<file path="src/rtl/game_pkg.sv">
// ----------------------------------------------------------------------------
// game_pkg : wind constants, wind FSM states and LFSR step shared by game logic
// Rev 1.0
// ----------------------------------------------------------------------------
`default_nettype none

package game_pkg;

  localparam logic [6:0]  WIND_MAX   = 7'd100;
  localparam logic [6:0]  WIND_CALM  = 7'd50;
  localparam logic [15:0] LFSR_MASK  = 16'hB400;

  typedef enum logic [1:0] {
    IDLE = 2'd0,
    DRAW = 2'd1,
    SLEW = 2'd2,
    DONE = 2'd3
  } wind_state_e;

  // One right-shifting Galois step; a nonzero value never maps to zero.
  function automatic logic [15:0] lfsr_next(input logic [15:0] v);
    return (v >> 1) ^ (v[0] ? LFSR_MASK : 16'h0000);
  endfunction

endpackage

`default_nettype wire

</file>
<file path="src/rtl/lfsr16.sv">
// ----------------------------------------------------------------------------
// lfsr16 : free-running 16-bit Galois LFSR, loads seed while rst is high
// Rev 1.0
// ----------------------------------------------------------------------------
`default_nettype none

module lfsr16
  import game_pkg::*;
(
  input  logic        clk,
  input  logic        rst,
  input  logic [15:0] seed,
  output logic [15:0] out
);

  logic [15:0] value_q;
  logic [15:0] value_d;

  always_comb begin
    value_d = lfsr_next(value_q);
  end

  always_ff @(posedge clk) begin
    if (rst) begin
      value_q <= seed;
    end else begin
      value_q <= value_d;
    end
  end

  assign out = value_q;

endmodule

`default_nettype wire

</file>
<file path="src/rtl/wind_gen.sv">
// ----------------------------------------------------------------------------
// wind_gen : draws a random wind target and slews wind_force toward it
// Rev 1.0
// ----------------------------------------------------------------------------
`default_nettype none

module wind_gen
  import game_pkg::*;
#(
  parameter int unsigned SLEW_DIV  = 2,
  parameter logic [15:0] LFSR_SEED = 16'hACE1
) (
  input  logic       clk,
  input  logic       rst,
  input  logic       new_turn,
  input  logic       frame_tick,
  output logic [6:0] wind_force,
  output logic [6:0] wind_target,
  output logic       busy,
  output logic       wind_done
);

  localparam logic [3:0] SLEW_LAST = 4'(SLEW_DIV - 1);

  logic [15:0] lfsr_out;
  logic        lfsr_unused;

  wind_state_e state_q, state_d;
  logic [6:0]  force_q, force_d;
  logic [6:0]  target_q, target_d;
  logic [3:0]  tick_cnt_q, tick_cnt_d;
  logic        busy_q, busy_d;
  logic        done_q, done_d;

  lfsr16 u_lfsr (
    .clk  (clk),
    .rst  (rst),
    .seed (LFSR_SEED),
    .out  (lfsr_out)
  );

  // Only the low seven bits form a wind sample; the rest only feed the shift.
  assign lfsr_unused = ^lfsr_out[15:7];

  always_comb begin
    state_d    = state_q;
    force_d    = force_q;
    target_d   = target_q;
    tick_cnt_d = tick_cnt_q;
    case (state_q)
      IDLE: begin
        if (new_turn) state_d = DRAW;
      end
      DRAW: begin
        if (lfsr_out[6:0] <= WIND_MAX) begin
          target_d   = lfsr_out[6:0];
          tick_cnt_d = 4'd0;
          state_d    = SLEW;
        end
      end
      SLEW: begin
        if (force_q == target_q) begin
          state_d = DONE;
        end else if (frame_tick) begin
          if (tick_cnt_q == SLEW_LAST) begin
            tick_cnt_d = 4'd0;
            force_d    = (force_q < target_q) ? force_q + 7'd1 : force_q - 7'd1;
          end else begin
            tick_cnt_d = tick_cnt_q + 4'd1;
          end
        end
      end
      DONE: begin
        state_d = IDLE;
      end
      default: begin
        state_d = IDLE;
      end
    endcase
    busy_d = (state_d != IDLE);
    done_d = (state_d == DONE);
  end

  always_ff @(posedge clk) begin
    if (rst) begin
      state_q    <= IDLE;
      force_q    <= WIND_CALM;
      target_q   <= WIND_CALM;
      tick_cnt_q <= 4'd0;
      busy_q     <= 1'b0;
      done_q     <= 1'b0;
    end else begin
      state_q    <= state_d;
      force_q    <= force_d;
      target_q   <= target_d;
      tick_cnt_q <= tick_cnt_d;
      busy_q     <= busy_d;
      done_q     <= done_d;
    end
  end

  assign wind_force  = force_q;
  assign wind_target = target_q;
  assign busy        = busy_q;
  assign wind_done   = done_q;

endmodule

`default_nettype wire

</file>
<file path="config.mk">
export PLATFORM = sky130hd
export DESIGN_NAME = wind_gen
export DESIGN_NICKNAME = d
export VERILOG_FILES = /design/src/rtl/game_pkg.sv /design/src/rtl/lfsr16.sv /design/src/rtl/wind_gen.sv
export SDC_FILE = /design/constraint.sdc
export NUM_CORES = 1
export LEC_CHECK = 0
export ABC_AREA = 1
export BUFFER_PORTS_ARGS = -buffer_cell sky130_fd_sc_hd__buf_2
export CORE_MARGIN = 3
export CORE_UTILIZATION = 35
export DETAILED_ROUTE_END_ITERATION = 8
export HOLD_SLACK_MARGIN = 0.15
export SLEW_MARGIN = 10
export SYNTH_ARGS = -nofsm -noshare
export SYNTH_HDL_FRONTEND = slang
export SYNTH_HIERARCHICAL = 1
export SYNTH_SLANG_ARGS = --single-unit
</file>
<file path="constraint.sdc">
create_clock -name clk -period 2.5 [get_ports clk]
set_input_delay 0 -clock clk [delete_from_list [all_inputs] [get_ports clk]]
set_output_delay 0 -clock clk [all_outputs]
set_load 0.01 [all_outputs]
</file>
; After elaboration in Yosys (flattened, before gate mapping)
; Cells that the tools add are included.
; W data, S select, Z words.
[op_classes]
addsub = 3
magnitude_cmp = 2
n_eq_ne = 9
mux = 11
bitwise_logic = 2
reduce_logical = 6
[ops]
columns = cell, count
row1 = $mux W16, 1
row2 = $mux W4, 4
row3 = $xor A15 B16 Y16, 1
row4 = $pmux W2 S4, 1
row5 = $pmux W4 S2, 1
row6 = $reduce_and A4 Y1, 2
row7 = $add A7 B1 Y7 const B, 1
row8 = $eq A7 B7 Y1, 1
row9 = $le A7 B7 Y1 const B, 1
row10 = $lt A7 B7 Y1, 1
row11 = $mux W7, 1
row12 = $sub A7 B1 Y7 const B, 1
row13 = $eq A2 B2 Y1 const B, 3
row14 = $mux W2, 3
row15 = $ne A2 B2 Y1 const B, 3
row16 = $add A4 B1 Y4 const B, 1
row17 = $eq A4 B1 Y1 const B, 1
row18 = $reduce_bool A2 Y1, 2
row19 = $eq A2 B1 Y1 const B, 1
row20 = $logic_not A2 Y1, 1
row21 = $reduce_and A2 Y1, 1
row22 = $not A1 Y1, 1
[word_totals]
register_bits = 38
inputBits = 4
wordCells = 40

; Logic depth before layout (Yosys ltp)
; Gate-level depths: netlist (run 1).
[depth]
depth_word = 5
depth_mapped = 17
ltp_nobuf = 17

; Cells and area by module
; Netlist (run 1), hierarchy kept.
[modules_own_cells]
columns = mod, instances, cells_per_inst, area_each_um2, seq_area_each_um2
row1 = wind_gen, 1, 198, 1380.1, 440.4
row2 = lfsr16, 1, 77, 599.3, 320.3

; Worst setup path after synthesis (run 1)
; No wires, ideal clock.
[synth_path]
path_type = reg-to-reg
from = register target_q[6], in the netlist wind_target[6]
to = register force_q[6], in the netlist wind_force[6]
arrival_time_ns = 2.233
required_ns = 2.436
setup_slack_ns = 0.203
stages_incl_launch_ff = 16
synth_period_minus_slack_ns = 2.297
path_cell_list = dfxtp_1 -> inv_1 -> ha_1 -> nand2_1 -> inv_1 -> a21oi_1 -> nand2_1 -> ha_1 -> or2_2 -> nand3_1 -> nand2_1 -> nand2_1 -> nand2_1 -> nor2_1 -> nor2_1 -> nor2_1
[synth_via]
elab_chain_len = 3
word_cells_on_any_way = 5
cone_classes = order compare (1) / eq/ne (1) / mux (1) / bitwise (1) / reduce/logical (1)
[synth_rtl]
columns = element, line_no
row1 = "start, declared", wind_gen.sv:30  ; logic [6:0] target_q, target_d;
row2 = "start signal, assigned", wind_gen.sv:95  ; target_q <= target_d;
row3 = "parallel branches: the longest is 3 deep, another holds $lt A7 B7 Y1", n/a
row4 = "end signal, assigned", wind_gen.sv:94  ; force_q <= force_d;
row5 = "end, declared", wind_gen.sv:29  ; logic [6:0] force_q, force_d;
; Parallel ways; which one is timed is not known.
; A chain may end at the register's enable or synchronous reset.

; Worst setup path in the final report (run 1)
[layout_path]
from = register force_q[4], in the netlist wind_force[4]
to = register force_q[6], in the netlist wind_force[6]
[layout_via]
elab_chain_len = 3
word_cells_on_any_way = 7
cone_classes = add/sub (2) / order compare (1) / eq/ne (1) / mux (1) / bitwise (1) / reduce/logical (1)
[layout_rtl]
columns = element
row1 = "parallel branches: the longest is 3 deep, another holds $sub A7 B1 Y7"
; Parallel ways; which one is timed is not known.

==> run metrics, run 1 <==
run status complete, no violations; clock root cell clkbuf_8; pre-CTS setup slack between 20 and 30 ps; share of cells above drive strength 1 0.1975; critical path class reg -> reg; R2R cell count 16; Power Dens Cells just over 700 nW/µm²; Internal Power approximately 0.0012 W; Synth Cell Area ~2000 µm²; fin. max-slew vios 0; HPWL after DPL between 2000 and 3000 µm; Initial Utilization 0.3733; number of global-route vias before repair 1,646; hold endpoint wind_force[1]$_SDFFE_PP1P_; Seq pwr share 0.384; clock power share 0.299; Sw Pwr a little under 0.0006 W; Slowest-stage cell, CP dfxtp_1; GPL Wtd Cong 0.8642; Num CTS Buffers 5; Bufs and invs on worst path 1; post-synthesis sequential area ratio 0.3843; Max-Cap Viols 0; # diodes 0; Max IR drop VDD about 0.32 mV; crit end category flop; first-pass iteration count of the detailed router 4; required time worst endpoint ~2700 ps; final clock skew about 7.7 ps; chip height 81.20 µm; Die ar. roughly 6600 µm²; critical path's top delay family simple AND/OR/NAND/NOR gates; Synth Register Bits 38; worst hold slack 187.7 ps; number of synthesized flops with an enable pin 0; Syn Inst Count about 280; Final Hold Fails 0; Synth-to-Final Area Change 23.70%; clock buffer depth 2; top post-synthesis cells by area dfxtp_1 (38%), nand2_1 (17%), ha_1 (9.5%); hold path cells 3; Yosys warnings 6; Max Used Layer met4; Final Cycle Share 0.8827; GRT overflow 0; largest net degree at the start of global routing 26; met3 WL roughly 140 µm; CTS tree yes; worst stage delay on the critical path 360 ps; Synth top cells by count nand2_1 (92), dfxtp_1 (38), inv_1 (31); Combinational Power Share 0.316; number of port buffers 19; post-synth top area cell dfxtp_1; Tmin final 2207 ps; net switching fraction of the power 0.3256; DR vias approximately 1,700; core area between 5000 and 6000 µm²; achievable clock frequency 0.4531 GHz; Hold Path Class in -> reg; Std-Cell Rows 26; drt total wl between 4000 and 5000 µm; final core occ 0.4618; R2R Setup Slk between 200 and 300 ps; count leader, synth nand2_1; clock latency on the worst-skew pair a little under 300 ps; fin nets ~340; Crit path arrival time between 2000 and 2500 ps; worst-path cell chain ha_1, nand2_1, nand2_1, a21oi_2, nand2_4, buf_4, ha_4, nand2_2, nand3_2, nand3_1, nand2_1, nand2_1, nand2_1, nor2_1, nor2_1, nor2_1; Die Wd roughly 81 µm; all-layer global routing usage 0.1399; Most Frequent Cell on Critical Path nand2_1; H-tree Lvls 2; Synth async-reset ratio 0; Critical R2R Launch wind_force[4]$_SDFFE_PP1P_; Main synth FF type dfxtp_1; Synth top area share 0.3843; critical-path maximum fanout 8; CP startpoint kind flop; Post-Syn Area per Cell roughly 7.2 µm²; worst reg2reg path endpoint wind_force[6]$_SDFFE_PP0P_; Synth cell types 26; Routed WL per cell 10.27 µm; CTS sink count 38; setup ws final around 300 ps; Cells after DPL roughly 380; Clk pin slew, worst setup/hold paths about 80 ps; initial antenna violation count 0; routed vias/inst between 4 and 5; Met1 Wirelength 1969 µm; hold path startpoint rst; fin cells 394; leakage power roughly 1.2 nW; final number of setup-violating endpoints 0; io pins 20; DRT iter0 DRCs 53; routed length on met2 around 1900 µm; post-route ant nets 0; global-route wire length before repair 7107 µm; DRC 0
sequential cells by signal, summed over array words and instances, names as in the netlist:
register / count
state_q: 2
wind_target: 7
busy: 1
tick_cnt_q: 4
u_lfsr/out: 16
wind_done: 1
wind_force: 7
tightest hold or removal path, cell delays in order:
cell	delay, ps
buf_2	90
inv_1	200
nand3_1	160
worst max-delay path by stage:
stage / startpoint / to / slack [ps] / depth (start not counted)
2_1_floorplan: wind_target[6]$_SDFFE_PP0P_ / wind_force[6]$_SDFFE_PP0P_ / 200 / 15
3_3_place_gp: wind_target[2]$_SDFFE_PP0P_ / wind_force[6]$_SDFFE_PP0P_ / 70 / 15
5_1_grt: wind_target[4]$_SDFFE_PP1P_ / wind_force[6]$_SDFFE_PP0P_ / -4 / 16
6_report: wind_force[4]$_SDFFE_PP1P_ / wind_force[6]$_SDFFE_PP0P_ / 290 / 16
3_5_place_dp: wind_target[2]$_SDFFE_PP0P_ / wind_force[6]$_SDFFE_PP0P_ / 30 / 15
4_1_cts: wind_target[2]$_SDFFE_PP0P_ / wind_force[6]$_SDFFE_PP0P_ / 110 / 15
power by group through the flow:
stage | logic, W | registers [W] | clock network [W]
2_1_floorplan | 0.000360 | 0.000702 | 0
3_3_place_gp | 0.000456 | 0.000696 | 0
3_5_place_dp | 0.000464 | 0.000697 | 0
4_1_cts | 0.000472 | 0.000683 | 0.000546
5_1_grt | 0.000651 | 0.000690 | 0.000573
6_report | 0.000562 | 0.000683 | 0.000531
layout make-up:
| class | instances | area [µm²] |
|---|---|---|
| fill | 555 | 2854 |
| multi-input combinational | 211 | 1149 |
| sequential | 38 | 762.0 |
| timing repair buffer | 32 | 197.7 |
| inverter | 35 | 138.9 |
| tap | 70 | 87.58 |
| clock buffer | 5 | 68.82 |
| clock inverter | 3 | 45.04 |
placed cells by master (no fill, tap or decap), types with 3 or more instances in the layout:
cell	Yosys	layout
dfxtp_1	38	37
buf_2	1	19
nor2_1	20	20
o211ai_1	4	4
nand2_1	92	89
inv_1	31	31
buf_4	0	11
ha_1	15	12
conb_1	2	16
ha_4	0	3
inv_2	3	3
o21ai_0	13	13
nand3_1	13	12
nand2_2	7	9
a21oi_1	19	18
clkbuf_8	1	5
timing repair:
action	4_1_cts	5_1_grt
setup endpoints to repair	1	1
hold buffers	2	0
buffers inserted	0	5
hold endpoints to repair	4	0
pin swaps	0	3
resized for setup	1	10
metrics by stage:
step                area, µm²  total power [W]  TNS [ps]
finish                   2449         0.001776         0
CTS                      2351         0.001702         0
floorplan                2032         0.001061         0
global route             2449         0.001914    -4.400
global placement         2215         0.001153         0
detailed placement       2215         0.001161         0
cell families (layout without fill, tap and decap cells):
family                     count (synthesis)  count (layout)  synth area share
DFF                                       38              38            0.3843
adders and majority gates                 16              16            0.1049
other                                      2              16          0.003794
AOI/OAI and AO/OA                         37              37           0.09861
and+or+nand+nor                          139             139            0.3021
xor gates and xnor gates                   3               3           0.01328
buffers and inverters                     40              75           0.09291
per-layer routing:
metal / vias to the layer above / track usage
li1: 943 / -
met1: 750 / 0.1671
met2: 18 / 0.2471
met3: 4 / 0.03104
met4: 0 / 0.04561
met5: - / 0
No activity file was read; power rests on OpenSTA's default activity.
==> inputs of run 2 (changes only) <==
clock period = 1.9 ns   (was 2.5 ns; I/O delays follow)
==> run 2 against run 1 <==
The flow now finishes with violations (negative setup slack). Non-clock buffer count rose by 31. Core utilization up 8.4 points. Critical path depth up 2.
==> run metrics, run 2 (synthesis gave the netlist of run 1 again) <==
CTS tree yes; number of flip-flops in the largest register 16 (unchanged); GPL Wtd Cong 0.7416 (-14%); post-route ant nets 0 (unchanged); clock latency on the worst-skew pair 290 ps (about the same); worst hold slack 188.4 ps (+0.7040 ps); Power, Total 0.002610 W (+47%); Max-Cap Viols 0 (unchanged); achievable clock frequency 0.4526 GHz (-0.13%); CTS sink count 38 (unchanged); met1 GRT Util 0.1747 (+0.007593); Clk pin slew, worst setup/hold paths 80 ps (about the same); Max IR drop VDD 0.4868 mV (+51%); final clock skew 3.566 ps (-4.161 ps); Die Wd 81.20 µm (unchanged); HPWL after DPL 2988 µm (+5.2%); Tmin final 2210 ps (+2.782 ps); Sum Neg Setup Slack -893.9 ps (-893.9 ps); post-layout instance area 2897 µm² (+18%); Num CTS Buffers 5 (unchanged); DR vias 1,864 (+8.7%); Final Hold Fails 0 (unchanged); run status finished with violations; Routed WL per cell 10.88 µm (+6.0%); CP startpoint kind flop; Synth-to-Final Area Change 46.33%; leakage power 1.400 nW (+15%); GR Layer Usage met2 0.2660 (+0.01888); fin. max-slew vios 0 (unchanged); failing checks negative setup slack; drt total wl 4625 µm (+14%); gr busiest metal met2; critical path class reg -> reg; first-pass iteration count of the detailed router 4 (unchanged); Global Route met3 Usage 0.03437 (+0.003326); Crit path arrival time 2440 ps (+40 ps); commonest cells after routing, fill and taps aside nand2_1 (77), buf_4 (42), dfxtp_1 (27); R2R cell count 18 (+2); placed cell area 2474 µm² (+12%); chip height 81.20 µm (unchanged); Power Dens Cells 901.2 nW/µm² (+24%); critical-path maximum fanout 2 (-6); number of global-route vias before repair 1,828 (+11%); number of port buffers 19 (unchanged); setup ws final -309.6 ps (-602.8 ps); share of cells above drive strength 1 0.3972 (+0.1997); Std-Cell Rows 26 (unchanged); fin nets 374 (+9.0%); hold path cells 3 (unchanged); Die ar. 6593 µm² (unchanged); io pins 20 (unchanged); Final Cycle Share 1.163 (+0.2802); final number of setup-violating endpoints 5 (+5); setup repair after global routing missed its margin yes; routed vias/inst 4.386 (+0.76%); H-tree Lvls 2 (unchanged); global-route wire length before repair 7714 µm (+8.5%); clock root cell clkbuf_8; Initial Utilization 0.3733 (unchanged); GRT overflow 0 (unchanged); most common cell after layout, fill and taps aside nand2_1; required time worst endpoint 2130 ps (-560 ps); core area 5303 µm² (unchanged); largest net degree at the start of global routing 26 (unchanged); # diodes 0 (unchanged); DRT iter0 DRCs 59 (+11%); all-layer global routing usage 0.1529 (+0.01301); initial antenna violation count 0 (unchanged); clock buffer depth 2 (unchanged); Hold Path Class in -> reg; DRC 0 (unchanged); crit end category flop
-- run 2: worst paths after layout --
check	startpoint	to	slack [ps]
max	wind_target[4]$_SDFFE_PP1P_	wind_force[6]$_SDFFE_PP0P_	-310
min	rst	wind_force[1]$_SDFFE_PP1P_	190
max reg2reg	wind_target[4]$_SDFFE_PP1P_	wind_force[6]$_SDFFE_PP0P_	-310
min reg2reg	u_lfsr/out[8]$_DFF_P_	u_lfsr/out[7]$_DFF_P_	420
-- run 2: per-layer routing --
metal / vias to the layer above / part of all wire / wire [µm]
met4: 0 / 0.019 / 86
met1: 823 / 0.46 / 2106
met2: 25 / 0.50 / 2306
met3: 8 / 0.027 / 126
met5: - / 0 / 0
li1: 1008 / - / -
-- run 2: through the flow --
step	util	instances	setup WS (ps)
after floorplan	-	289	-153.1
after global placement	0.4665	399	-237.6
after detailed placement	0.4665	399	-282.7
after CTS	0.5274	420	-219.0
after global routing	0.5462	425	-405.2
final	0.5462	425	-309.6
-- run 2: final cells by class --
type,count,area (µm²)
repair buffers,63,430.4
well taps,70,87.58
fillers,506,2406
inverters,35,141.4
flip-flops and latches,38,774.5
clock buffers,6,82.58
multi-input cells,211,1368
clock inverters,2,12.51
-- run 2: worst max-delay path, stage by stage (launching register included) --
cell	delay (ps)
dfxtp_2	340
inv_2	50
ha_4	220
nand2_4	70
nand2_4	50
buf_4	130
buf_4	120
buf_4	130
buf_4	120
buf_4	120
buf_4	120
buf_4	120
nand2_1	60
nand2_1	70
a21oi_2	110
nand2_1	80
nand4_1	90
nand2_1	70
nor2_1	90
-- run 2: what timing repair did --
action,CTS,global route
hold buffers,2,0
endpoints found under the setup margin,5,6
pin swaps,18,5
gates cloned,0,0
resized for setup,23,17
buffers inserted,11,5
endpoints found under the hold margin,5,0
-- run 2: report_power, final --
part           switching [W]  total (W)  internal (W)
Sequential         0.0000373   0.000902      0.000865
Combinational       0.000580    0.00112      0.000543
Clock               0.000293   0.000585      0.000292
